[config.mk]
export PLATFORM = sky130hd
export DESIGN_NAME = wf_play_seq_flat
export DESIGN_NICKNAME = d
export VERILOG_FILES = /design/src/rtl/wf_play_seq_if.sv /design/src/rtl/wf_play_seq.sv /design/src/flat_wrapper.sv
export SDC_FILE = /design/constraint.sdc
export NUM_CORES = 1
export LEC_CHECK = 0
export CAP_MARGIN = 15
export CORE_MARGIN = 2
export CORE_UTILIZATION = 30
export CTS_BUF_LIST = sky130_fd_sc_hd__clkbuf_4
export DETAILED_ROUTE_END_ITERATION = 10
export PLACE_DENSITY = 0.61
export REMOVE_ABC_BUFFERS = 1
export SETUP_SLACK_MARGIN = 0.05
export SYNTH_ARGS = -nofsm -noshare
export SYNTH_HDL_FRONTEND = slang
export SYNTH_SLANG_ARGS = --single-unit
[constraint.sdc]
create_clock -name i_clk -period 6.4 [get_ports i_clk]
set_clock_uncertainty 0.1 [all_clocks]
set_input_delay 0.96 -clock i_clk [delete_from_list [all_inputs] [get_ports i_clk]]
set_output_delay 0.96 -clock i_clk [all_outputs]
set_load 0.02 [all_outputs]
[src/rtl/wf_play_seq_if.sv]
// Waveform RAM read port between the playback
// sequencer (master) and the DPBRAM (slave).
interface wf_play_seq_if #(
    parameter int ADDR_WIDTH = 10,
    parameter int DATA_WIDTH = 16
);
    logic [ADDR_WIDTH-1:0] o_ram_addr;
    logic                  o_ram_ce;
    logic [DATA_WIDTH-1:0] i_ram_dout;

    modport master (
        output o_ram_addr,
        output o_ram_ce,
        input  i_ram_dout
    );

    modport slave (
        input  o_ram_addr,
        input  o_ram_ce,
        output i_ram_dout
    );
endinterface

[src/rtl/wf_play_seq.sv]
// Waveform playback sequencer: paced RAM reads,
// table repeat, one-cycle sample strobe.
module wf_play_seq #(
    parameter int ADDR_WIDTH   = 10,
    parameter int DATA_WIDTH   = 16,
    parameter int PERIOD_WIDTH = 16,
    parameter int RAM_LATENCY  = 1
) (
    input  logic                    i_clk,
    input  logic                    i_rst,
    input  logic                    i_start,
    input  logic                    i_stop,
    input  logic [ADDR_WIDTH:0]     i_length,
    input  logic [PERIOD_WIDTH-1:0] i_period,
    input  logic [15:0]             i_loop_num,
    wf_play_seq_if.master           ram,
    output logic [DATA_WIDTH-1:0]   o_sample,
    output logic                    o_sample_valid,
    output logic [ADDR_WIDTH-1:0]   o_sample_cnt,
    output logic [15:0]             o_loop_cnt,
    output logic                    o_busy,
    output logic                    o_dsp_wf_mode,
    output logic                    o_done,
    output logic                    o_err
);
    typedef enum logic [1:0] {IDLE, RUN, DRAIN} state_t;

    localparam logic [ADDR_WIDTH:0] LEN_ONE =
        (ADDR_WIDTH+1)'(1);
    localparam logic [ADDR_WIDTH:0] LEN_MAX =
        (ADDR_WIDTH+1)'(1) << ADDR_WIDTH;
    localparam logic [PERIOD_WIDTH-1:0] PER_ONE =
        PERIOD_WIDTH'(1);
    localparam logic [PERIOD_WIDTH-1:0] PER_MIN =
        PERIOD_WIDTH'(RAM_LATENCY + 1);

    state_t                  state_q, state_d;
    logic [ADDR_WIDTH:0]     len_q, len_d;
    logic [PERIOD_WIDTH-1:0] per_q, per_d;
    logic [15:0]             lnum_q, lnum_d;
    logic [PERIOD_WIDTH-1:0] pcnt_q, pcnt_d;
    logic [ADDR_WIDTH-1:0]   addr_q, addr_d;
    logic                    ce_q, ce_d;
    logic [15:0]             lcnt_q, lcnt_d;
    logic                    err_q, err_d;
    logic                    done_q, done_d;
    logic [DATA_WIDTH-1:0]   smp_q, smp_d;
    logic [ADDR_WIDTH-1:0]   scnt_q, scnt_d;
    logic                    vld_q, vld_d;

    logic [RAM_LATENCY-1:0]  pv_q;
    logic [ADDR_WIDTH-1:0]   pa_q [RAM_LATENCY];

    logic                    stop_act;
    logic                    cfg_ok;
    logic                    last_rd;
    logic                    per_end;
    logic [ADDR_WIDTH-1:0]   nxt_addr;
    logic [ADDR_WIDTH:0]     len_m1;

    always_comb begin
        state_d  = state_q;
        len_d    = len_q;
        per_d    = per_q;
        lnum_d   = lnum_q;
        pcnt_d   = pcnt_q;
        addr_d   = addr_q;
        ce_d     = 1'b0;
        lcnt_d   = lcnt_q;
        err_d    = err_q;
        done_d   = 1'b0;
        smp_d    = smp_q;
        scnt_d   = scnt_q;
        vld_d    = 1'b0;

        stop_act = i_stop && (state_q != IDLE);
        cfg_ok   = (i_length != '0) && (i_length <= LEN_MAX)
                   && (i_period >= PER_MIN);
        len_m1   = len_q - LEN_ONE;
        last_rd  = ce_q && ({1'b0, addr_q} == len_m1);
        per_end  = (pcnt_q == per_q - PER_ONE);
        nxt_addr = ({1'b0, addr_q} == len_m1) ? '0
                   : addr_q + ADDR_WIDTH'(1);

        unique case (state_q)
            IDLE: begin
                if (i_start && !i_stop) begin
                    if (cfg_ok) begin
                        len_d   = i_length;
                        per_d   = i_period;
                        lnum_d  = i_loop_num;
                        err_d   = 1'b0;
                        pcnt_d  = '0;
                        addr_d  = '0;
                        ce_d    = 1'b1;
                        // a one-entry table completes a pass on its first read
                        lcnt_d  = (i_length == LEN_ONE) ? 16'd1 : 16'd0;
                        state_d = RUN;
                    end else begin
                        err_d = 1'b1;
                    end
                end
            end
            RUN: begin
                pcnt_d = per_end ? '0 : pcnt_q + PER_ONE;
                if (i_stop) begin
                    state_d = IDLE;
                end else if (last_rd && (lnum_q != '0)
                             && (lcnt_q == lnum_q)) begin
                    state_d = DRAIN;
                end else if (per_end) begin
                    ce_d   = 1'b1;
                    addr_d = nxt_addr;
                    if ({1'b0, nxt_addr} == len_m1)
                        lcnt_d = lcnt_q + 16'd1;
                end
            end
            DRAIN: begin
                if (i_stop) begin
                    state_d = IDLE;
                end else if (vld_q) begin
                    state_d = IDLE;
                    done_d  = 1'b1;
                end
            end
            default: state_d = IDLE;
        endcase

        if (pv_q[RAM_LATENCY-1] && !stop_act) begin
            vld_d  = 1'b1;
            smp_d  = ram.i_ram_dout;
            scnt_d = pa_q[RAM_LATENCY-1];
        end
    end

    always_ff @(posedge i_clk or negedge i_rst) begin
        if (!i_rst) begin
            state_q <= IDLE;
            len_q   <= '0;
            per_q   <= '0;
            lnum_q  <= '0;
            pcnt_q  <= '0;
            addr_q  <= '0;
            ce_q    <= 1'b0;
            lcnt_q  <= '0;
            err_q   <= 1'b0;
            done_q  <= 1'b0;
            smp_q   <= '0;
            scnt_q  <= '0;
            vld_q   <= 1'b0;
        end else begin
            state_q <= state_d;
            len_q   <= len_d;
            per_q   <= per_d;
            lnum_q  <= lnum_d;
            pcnt_q  <= pcnt_d;
            addr_q  <= addr_d;
            ce_q    <= ce_d;
            lcnt_q  <= lcnt_d;
            err_q   <= err_d;
            done_q  <= done_d;
            smp_q   <= smp_d;
            scnt_q  <= scnt_d;
            vld_q   <= vld_d;
        end
    end

    // Read-tag pipeline matching RAM latency; flushed on abort.
    always_ff @(posedge i_clk or negedge i_rst) begin
        if (!i_rst) begin
            pv_q <= '0;
            for (int i = 0; i < RAM_LATENCY; i++)
                pa_q[i] <= '0;
        end else if (stop_act) begin
            pv_q <= '0;
        end else begin
            pv_q[0] <= ce_q;
            pa_q[0] <= addr_q;
            for (int i = 1; i < RAM_LATENCY; i++) begin
                pv_q[i] <= pv_q[i-1];
                pa_q[i] <= pa_q[i-1];
            end
        end
    end

    assign ram.o_ram_addr   = addr_q;
    assign ram.o_ram_ce     = ce_q;
    assign o_sample         = smp_q;
    assign o_sample_valid   = vld_q;
    assign o_sample_cnt     = scnt_q;
    assign o_loop_cnt       = lcnt_q;
    assign o_busy           = (state_q != IDLE);
    assign o_dsp_wf_mode    = (state_q != IDLE);
    assign o_done           = done_q;
    assign o_err            = err_q;
endmodule
[src/flat_wrapper.sv]
// flat-port wrapper written by rule: the top's interface ports become plain ports
module wf_play_seq_flat 
#(
    parameter int ADDR_WIDTH   = 10,
    parameter int DATA_WIDTH   = 16,
    parameter int PERIOD_WIDTH = 16,
    parameter int RAM_LATENCY  = 1
)
  (i_clk, i_rst, i_start, i_stop, i_length, i_period, i_loop_num, o_sample, o_sample_valid, o_sample_cnt, o_loop_cnt, o_busy, o_dsp_wf_mode, o_done, o_err, ram_o_ram_addr, ram_o_ram_ce, ram_i_ram_dout);
  wf_play_seq_if #(.ADDR_WIDTH(ADDR_WIDTH), .DATA_WIDTH(DATA_WIDTH)) ram_i ();
  input  logic i_clk;
  input  logic i_rst;
  input  logic i_start;
  input  logic i_stop;
  input  logic [ADDR_WIDTH:0] i_length;
  input  logic [PERIOD_WIDTH-1:0] i_period;
  input  logic [15:0] i_loop_num;
  output logic [DATA_WIDTH-1:0] o_sample;
  output logic o_sample_valid;
  output logic [ADDR_WIDTH-1:0] o_sample_cnt;
  output logic [15:0] o_loop_cnt;
  output logic o_busy;
  output logic o_dsp_wf_mode;
  output logic o_done;
  output logic o_err;
  output wire logic [$bits(ram_i.o_ram_addr)-1:0] ram_o_ram_addr;
  output wire logic [$bits(ram_i.o_ram_ce)-1:0] ram_o_ram_ce;
  input wire logic [$bits(ram_i.i_ram_dout)-1:0] ram_i_ram_dout;
  assign ram_o_ram_addr = ram_i.o_ram_addr;
  assign ram_o_ram_ce = ram_i.o_ram_ce;
  assign ram_i.i_ram_dout = ram_i_ram_dout;
  wf_play_seq #(.ADDR_WIDTH(ADDR_WIDTH), .DATA_WIDTH(DATA_WIDTH), .PERIOD_WIDTH(PERIOD_WIDTH), .RAM_LATENCY(RAM_LATENCY)) u_core (.i_clk(i_clk), .i_rst(i_rst), .i_start(i_start), .i_stop(i_stop), .i_length(i_length), .i_period(i_period), .i_loop_num(i_loop_num), .ram(ram_i), .o_sample(o_sample), .o_sample_valid(o_sample_valid), .o_sample_cnt(o_sample_cnt), .o_loop_cnt(o_loop_cnt), .o_busy(o_busy), .o_dsp_wf_mode(o_dsp_wf_mode), .o_done(o_done), .o_err(o_err));
endmodule
# Word-level counts from Yosys, hierarchy flattened
# Index checks and enable logic that the tools add are counted.
# word_totals
regBits	128
latchBits	0
ram_bits	0
romBits	0
inputBits	63
output_inout_bits	58
elab_cells	96
mem_count	0
# op_classes
add_sub_neg	5
mul	0
div_mod_pow	0
order_cmp	2
n_eq_ne	15
shift	0
muxes	38
bitwise_logic	0
reduce_logical	21
# ops
cell	count
$mux W16	9
$pmux W16 S2	2
$mux W10	6
$add A16 B1 Y16 const B	2
$eq A16 B16 Y1	2
$eq A10 B11 Y1	2
$pmux W10 S2	1
$ge A16 B2 Y1 const B	1
$reduce_bool A16 Y1	1
$sub A16 B1 Y16 const B	1
$mux W1	12
$mux W2	6
$eq A11 B1 Y1 const B	1
$le A11 B11 Y1 const B	1
$reduce_bool A11 Y1	1
$sub A11 B1 Y11 const B	1
$add A10 B1 Y10 const B	1
$logic_and A1 B1 Y1	8
$ne A2 B1 Y1 const B	4
$reduce_and A7 Y1	1
$ne A3 B2 Y1 const B	2
$pmux W2 S3	1
$reduce_and A3 Y1	2
$reduce_and A6 Y1	1
other kinds (9)	12

# Depth between registers and ports, before layout
# Gate-level depths: netlist of run 1.
# depth
depth_word	9
ltp_mapped	14
ltp_nobuf	13

# Worst setup path before layout of run 1
# Ideal clock, no wire load.
# synth_timing
path_type	register -> register
from	register u_core.len_q[3]
to	register u_core.lcnt_q[5], in the netlist u_core.o_loop_cnt[5]
setup_time_ns	0.120
arrival_ns	3.400
t_required_ns	6.180
slack_ns	2.780
path_stages_with_launch	11
path_buffers	0
period_less_slack_ns	3.620
path_cell_list	dfrtp_1 > or4_4 > or3_4 > and3b_1 > a2111o_1 > nor3_4 > mux2i_1 > o2111ai_4 > a211oi_4 > a21oi_1 > a31o_1
# synth_via
elab_chain_cells	7
word_cells_on_any_way	10
classes_between	add/sub: 1; eq/ne: 4; mux: 1; reduce/logical: 4
# synth_rtl
item	line	text
start, declared	wf_play_seq.sv:38	logic [ADDR_WIDTH:0] len_q, len_d;
start signal, assigned	wf_play_seq.sv:153	len_q <= len_d;
$sub A11 B1 Y11 *	wf_play_seq.sv:79	len_m1 = len_q - LEN_ONE;
parallel branches: the longest is 5 deep, another holds $eq A10 B11 Y1	-	
$reduce_and A7 Y1 (no source line) *	-	
end signal, assigned	wf_play_seq.sv:159	lcnt_q <= lcnt_d;
end, declared	wf_play_seq.sv:44	logic [15:0] lcnt_q, lcnt_d;
# Every way passes the cells marked *.
# A chain may end at the register's enable or synchronous reset.

# Worst setup path after layout of run 1
# layout_timing
from	register u_core.len_q[0]
to	register u_core.lcnt_q[4], in the netlist u_core.o_loop_cnt[4]
# Same word-level chain as after synthesis.

==> results of run 1 <==
[power groups by stage]
| stage | registers, W | logic, W | clock network (W) |
|---|---|---|---|
| after floorplan | 0.00110 | 0.000378 | 0 |
| after global placement | 0.00107 | 0.000653 | 0 |
| after detailed placement | 0.00108 | 0.000656 | 0 |
| after CTS | 0.00106 | 0.000660 | 0.000620 |
| after global routing | 0.00109 | 0.000718 | 0.000654 |
| final | 0.00106 | 0.000655 | 0.000596 |
[worst paths after layout]
kind / start / to / cells after the start
max: u_core.len_q[0]$_DFFE_PN0P_ / u_core.o_loop_cnt[4]$_DFFE_PN0P_ / 13
min: u_core.o_err$_DFFE_PN0P_ / u_core.o_err$_DFFE_PN0P_ / 1
max reg2reg: u_core.len_q[0]$_DFFE_PN0P_ / u_core.o_loop_cnt[4]$_DFFE_PN0P_ / 13
min reg2reg: u_core.o_err$_DFFE_PN0P_ / u_core.o_err$_DFFE_PN0P_ / 1
max in group asynchronous: i_rst / u_core.pcnt_q[1]$_DFFE_PN0P_ / 2
min in group asynchronous: i_rst / u_core.o_sample_cnt[0]$_DFFE_PN0P_ / 1
[synth_stat cells (14+ instances only)]
cell        n  area share, %
nand4_1    17            1.5
and3_1     14            1.3
clkbuf_1   21            1.1
mux2_2     79             13
xor2_1     30            3.8
nor3_1     14            1.0
nor4_1     16            1.4
inv_1      16           0.86
xnor2_1    43            5.4
dfrtp_1   128             46
nand2_1    44            2.4
nand2b_1   16            1.4
nand3_1    22            1.6
nor2_1     23            1.2
o21ai_0    24            1.7
[flip-flops by register name (all words and copies together), names as in the netlist]
signal and count:
u_core.lnum_q 16, u_core.o_loop_cnt 16, u_core.o_sample 16, u_core.pcnt_q 16, u_core.per_q 16, u_core.len_q 11, u_core.o_sample_cnt 10, u_core.pa_q 10
u_core.ram.o_ram_addr 10, u_core.state_q 2, u_core.o_done 1, u_core.o_err 1, u_core.o_sample_valid 1, u_core.pv_q 1, u_core.ram.o_ram_ce 1
[cell families (layout without fill, tap and decap cells)]
logic type,count (synthesis),count (layout),share of synthesized area [%]
compound gates,92,92,10.1
xor+xnor,77,77,10.4
fa+ha+maj,5,5,0.894
buf+inv,45,172,2.50
flops,128,128,45.8
mux,88,88,14.1
other cells,0,2,0
simple gates,206,206,16.3
[metal layers]
layer / vias up / wire length [um] / GRT usage, %
met5: - / 0 / 0
met3: 12 / 754 / 3.30
met1: 2627 / 8390 / 20.2
met2: 110 / 8210 / 23.3
li1: 2579 / - / -
met4: 0 / 152 / 4.72
[stage by stage]
stage,area [um2],cells,worst slack [ns]
after global routing,8810,1082,1.42
after CTS,8800,1081,1.89
after global placement,8510,1049,2.03
after floorplan,6880,612,1.58
after detailed placement,8510,1049,1.87
final,8810,1083,1.78
[area by class of cell]
type / count / area, um2
tap: 313 / 392
timing repair buffer: 124 / 1230
clock inverter: 11 / 139
sequential: 128 / 3200
clock buffer: 21 / 158
multi-input combinational: 468 / 3620
antenna: 2 / 5.00
inverter: 16 / 60.1
fill: 2229 / 14000
[critical path, delay by kind of cell (launching register included)]
kind	cells	cell delay, ns
adders and majority gates	1	0.22
AOI/OAI and AO/OA	3	1.34
DFF	1	0.46
buffers and inverters	2	0.42
and+or+nand+nor	5	1.78
xor gates and xnor gates	2	0.20
==> impl_metrics.env, run 1 <==
export IMPL_synth_seq_area_share_pct=45.8
export IMPL_setup_viol=0
export IMPL_hold_class="flip-flop to flip-flop"
export IMPL_cts_resized=0
export IMPL_initial_core_util_pct=30.7
export IMPL_tightestPinTransition_ns=1.08
export IMPL_synthToLayoutAreaGrowth_pct=25.9
export IMPL_final_cell_mix="dfrtp_1 (128), clkdlybuf4s50_1 (119), mux2_2 (79)"
export IMPL_crit_fanout=21
export IMPL_final_period_utilization_pct=72.2
export IMPL_p_seq_share_pct=45.9
export IMPL_setup_tns_ns=0
export IMPL_fin_crit_ns=4.62
export IMPL_remaining_drc_errors=0
export IMPL_gp_congestion=0.803
export IMPL_p_comb_share_pct=28.3
export IMPL_grt_usage_pct=14.8
export IMPL_syn_area_per_cell_um2=10.9
export IMPL_end_kind="flip-flop"
export IMPL_grt_max_degree=79
export IMPL_portBuffers=120
export IMPL_dr_pass1_iters=4
export IMPL_vias_per_cell=4.92
export IMPL_avgRoutedWirePerCell_um=16.2
export IMPL_synth_async_reset_ratio_pct=100
export IMPL_hold_buffers=0
export IMPL_place_hpwl_um=12600
export IMPL_ys_seq_elements=128
export IMPL_crit_path_max_incr_delay_ns=0.64
export IMPL_io_pin_count=121
export IMPL_power_density_mw_per_mm2=262
export IMPL_slew_violations=0
export IMPL_overflow=0
export IMPL_worst_setup_path_type="flip-flop to flip-flop"
export IMPL_cts_setup_buffers=0
export IMPL_clock_latency_ns=0.53
export IMPL_r2r_slack_ns=1.78
export IMPL_finalPower_w=0.00231
export IMPL_dieArea_mm2=0.0246
export IMPL_crit_chain="inv_1 -> ha_1 -> nor3b_1 -> and3_1 -> xnor2_1 -> a2111o_1 -> nor4_1 -> or3_1 -> o21a_1 -> inv_1 -> o211ai_4 -> xnor2_1 -> and2_1"
export IMPL_ys_flop_type="dfrtp_1"
export IMPL_grt_pass1_vias=5322
export IMPL_power_net_switching_w=0.000756
export IMPL_fp_dieH_um=157
export IMPL_yosys_warnings=0
export IMPL_total_leakage_power_nw=3.64
export IMPL_antenna_found_initial=1
export IMPL_ant_nets=0
export IMPL_cp_arrival_ns=4.96
export IMPL_fp_coreArea_mm2=0.0228
export IMPL_rsz0062_at_grt="false"
export IMPL_synth_edff_count=0
export IMPL_clk_pin_slew_ns=0.12
export IMPL_swShare_pct=32.7
export IMPL_yosysUniqueCellTypes=67
export IMPL_cap_violations=0
export IMPL_final_nets=823
export IMPL_cts_made_buffers=17
export IMPL_peakVddDrop_mv=0.120
export IMPL_status="finished, final reports clean"
export IMPL_power_share_clock_pct=25.8
export IMPL_hold_viol=0
export IMPL_max_slew_margin_pct=28.0
export IMPL_post_route_util_pct=38.7
export IMPL_wl_um=17500
export IMPL_cp_required_ns=6.74
export IMPL_drt_iter0_drc=355
export IMPL_die_width_um=157
export IMPL_critPathLaunchType="flip-flop"
export IMPL_holdWs_ns=0.402
export IMPL_p_int_w=0.00156
export IMPL_drive_above_1_share_pct=16.9
export IMPL_cts_sinks=128
export IMPL_grt_pass1_wl_um=28400
export IMPL_final_common_cell="dfrtp_1"
export IMPL_htreeDepth=4
export IMPL_max_freq_mhz=216
export IMPL_cts_tree="yes"
export IMPL_syn_area_mm2=0.00700
export IMPL_synthCells=641
export IMPL_critPathSlowestCell="o21a_1"
export IMPL_num_vias=5328
export IMPL_rows=55
export IMPL_clockRootBuffer="clkbuf_4"
export IMPL_cts_buffer_depth=2
Note: power is estimated with default switching activity, not from simulation.
==> run 2, diff against run 1 <==
--- a/config.mk
+++ b/config.mk
@@ -10,7 +10,7 @@
 export CORE_UTILIZATION = 30
 export CTS_BUF_LIST = sky130_fd_sc_hd__clkbuf_4
 export DETAILED_ROUTE_END_ITERATION = 10
-export PLACE_DENSITY = 0.61
+export PLACE_DENSITY = 0.63
 export REMOVE_ABC_BUFFERS = 1
 export SETUP_SLACK_MARGIN = 0.05
 export SYNTH_ARGS = -nofsm -noshare
==> constraint.sdc (replaced) <==
create_clock -name i_clk -period 4.1 [get_ports i_clk]
set_clock_uncertainty 0.1 [all_clocks]
set_input_delay 0.615 -clock i_clk [delete_from_list [all_inputs] [get_ports i_clk]]
set_output_delay 0.615 -clock i_clk [all_outputs]
set_load 0.02 [all_outputs]
==> run 2 against run 1 <==
Total power up 55%. Largest cell class unchanged. Final cell count up 0.74%. Wire length down 0.97%. Highest routed layer unchanged. Global-route usage about the same. Via count down 0.53%. Non-clock buffer count up 9. Design area up 1.2%. Combinational power up 57%. First-iteration DRC count down 4.2%. Sequential share of layout area down 0.43 points.
==> impl_metrics.env, run 2 (same netlist as run 1, synthesis figures left out) <==
export IMPL_remaining_drc_errors=0
export IMPL_htreeDepth=4
export IMPL_vias_per_cell=4.86
export IMPL_antenna_found_initial=1
export IMPL_clk_pin_slew_ns=0.12
export IMPL_avgRoutedWirePerCell_um=15.9
export IMPL_grt_usage_pct=14.8
export IMPL_cts_made_buffers=17
export IMPL_rsz0062_at_grt="true"
export IMPL_clock_latency_ns=0.54
export IMPL_total_leakage_power_nw=3.67
export IMPL_wl_um=17300
export IMPL_rows=55
export IMPL_power_net_switching_w=0.00122
export IMPL_cts_buffer_depth=2
export IMPL_p_int_w=0.00236
export IMPL_max_freq_mhz=262
export IMPL_dieArea_mm2=0.0246
export IMPL_setup_viol=0
export IMPL_fp_coreArea_mm2=0.0228
export IMPL_end_kind="flip-flop"
export IMPL_power_density_mw_per_mm2=402
export IMPL_place_hpwl_um=12500
export IMPL_synthToLayoutAreaGrowth_pct=27.4
export IMPL_instances_no_fill=1091
export IMPL_final_cell_mix="dfrtp_1 (128), clkdlybuf4s50_1 (119), mux2_2 (79)"
export IMPL_clockRootBuffer="clkbuf_4"
export IMPL_p_comb_share_pct=28.9
export IMPL_hold_class="flip-flop to flip-flop"
export IMPL_final_common_cell="dfrtp_1"
export IMPL_finalPower_w=0.00358
export IMPL_grt_pass1_vias=5328
export IMPL_slew_violations=0
export IMPL_peakVddDrop_mv=0.163
export IMPL_io_pin_count=121
export IMPL_p_seq_share_pct=46.3
export IMPL_tightestPinTransition_ns=0.719
export IMPL_cp_arrival_ns=4.15
export IMPL_grt_pass1_wl_um=28500
export IMPL_fin_crit_ns=3.82
export IMPL_cp_required_ns=4.44
export IMPL_swShare_pct=34.1
export IMPL_cts_sinks=128
export IMPL_overflow=0
export IMPL_crit_fanout=8
export IMPL_cap_violations=0
export IMPL_grt_max_degree=102
export IMPL_worst_setup_path_type="flip-flop to flip-flop"
export IMPL_drt_iter0_drc=340
export IMPL_final_period_utilization_pct=93.1
export IMPL_portBuffers=120
export IMPL_setup_tns_ns=0
export IMPL_dp_cells=1055
export IMPL_die_width_um=157
export IMPL_initial_core_util_pct=30.7
export IMPL_max_slew_margin_pct=51.6
export IMPL_ant_nets=0
export IMPL_hold_viol=0
export IMPL_num_vias=5300
export IMPL_design_area_mm2=0.00891
export IMPL_dpl_cell_area_mm2=0.00858
export IMPL_status="finished, final reports clean"
export IMPL_critPathLaunchType="flip-flop"
export IMPL_drive_above_1_share_pct=18.3
export IMPL_final_nets=832
export IMPL_fp_dieH_um=157
export IMPL_dr_pass1_iters=4
export IMPL_holdWs_ns=0.413
export IMPL_cts_tree="yes"
export IMPL_power_share_clock_pct=24.8
export IMPL_gp_congestion=0.836
run 2: power by group through the flow:
| stage | sequential, W | combinational (W) | clock (W) |
|---|---|---|---|
| floorplan | 0.00171 | 0.000590 | 0 |
| global placement | 0.00168 | 0.00102 | 0 |
| detailed placement | 0.00168 | 0.00103 | 0 |
| CTS | 0.00166 | 0.00103 | 0.000931 |
| global route | 0.00170 | 0.00114 | 0.000989 |
| finish | 0.00166 | 0.00103 | 0.000889 |
run 2: cell type report:
cell class | count | area [um2]
fillers | 2259 | 13900
multi-input cells | 468 | 3640
flip-flops and latches | 128 | 3200
repair buffers | 133 | 1320
well taps | 313 | 392
clock inverters | 15 | 161
clock buffers | 17 | 128
inverters | 16 | 60.1
diodes | 1 | 2.50
run 2: what timing repair did:
action / 4_1_cts / 5_1_grt
setup buffers: 0 / 2
pin swaps: 0 / 2
hold endpoints to repair: 27 / 0
resized for setup: 1 / 3
hold buffers: 1 / 0
endpoints found under the setup margin: 2 / 22
run 2: per-layer routing:
layer	GRT usage (%)	part of all wire [%]	up-vias
li1	-	-	2582
met1	19.5	47	2583
met2	24.2	47	122
met3	3.66	4.4	13
met4	4.15	1.3	0
met5	0	0	-
run 2: worst max-delay path, cell delays in order, from the launching register on:
cell and delay [ns]:
dfrtp_1 0.47, or4_4 0.59, or3_4 0.40, and3b_1 0.19, a2111o_1 0.47, nor3_4 0.26
mux2i_2 0.32, o2111ai_4 0.21, a211oi_4 0.40, a21oi_1 0.12, a31o_1 0.19
run 2: worst paths after layout:
kind | start | end | slack [ns] | cells after the start
setup / recovery | u_core.len_q[3]$_DFFE_PN0P_ | u_core.o_loop_cnt[5]$_DFFE_PN0P_ | 0.28 | 10
hold / removal | u_core.o_err$_DFFE_PN0P_ | u_core.o_err$_DFFE_PN0P_ | 0.41 | 1
setup reg to reg | u_core.len_q[3]$_DFFE_PN0P_ | u_core.o_loop_cnt[5]$_DFFE_PN0P_ | 0.28 | 10
hold reg to reg | u_core.o_err$_DFFE_PN0P_ | u_core.o_err$_DFFE_PN0P_ | 0.41 | 1
max in group asynchronous | i_rst | u_core.pcnt_q[1]$_DFFE_PN0P_ | 2.57 | 3
min in group asynchronous | i_rst | u_core.pa_q[2]$_DFFE_PN0N_ | 0.47 | 2
run 2: per-stage QoR:
step,util (%),setup WS [ns]
2_1_floorplan,-,-0.375
3_3_place_gp,37.7,0.192
3_5_place_dp,37.7,0.0195
4_1_cts,39.0,0.196
5_1_grt,39.1,0.0344
6_report,39.1,0.281
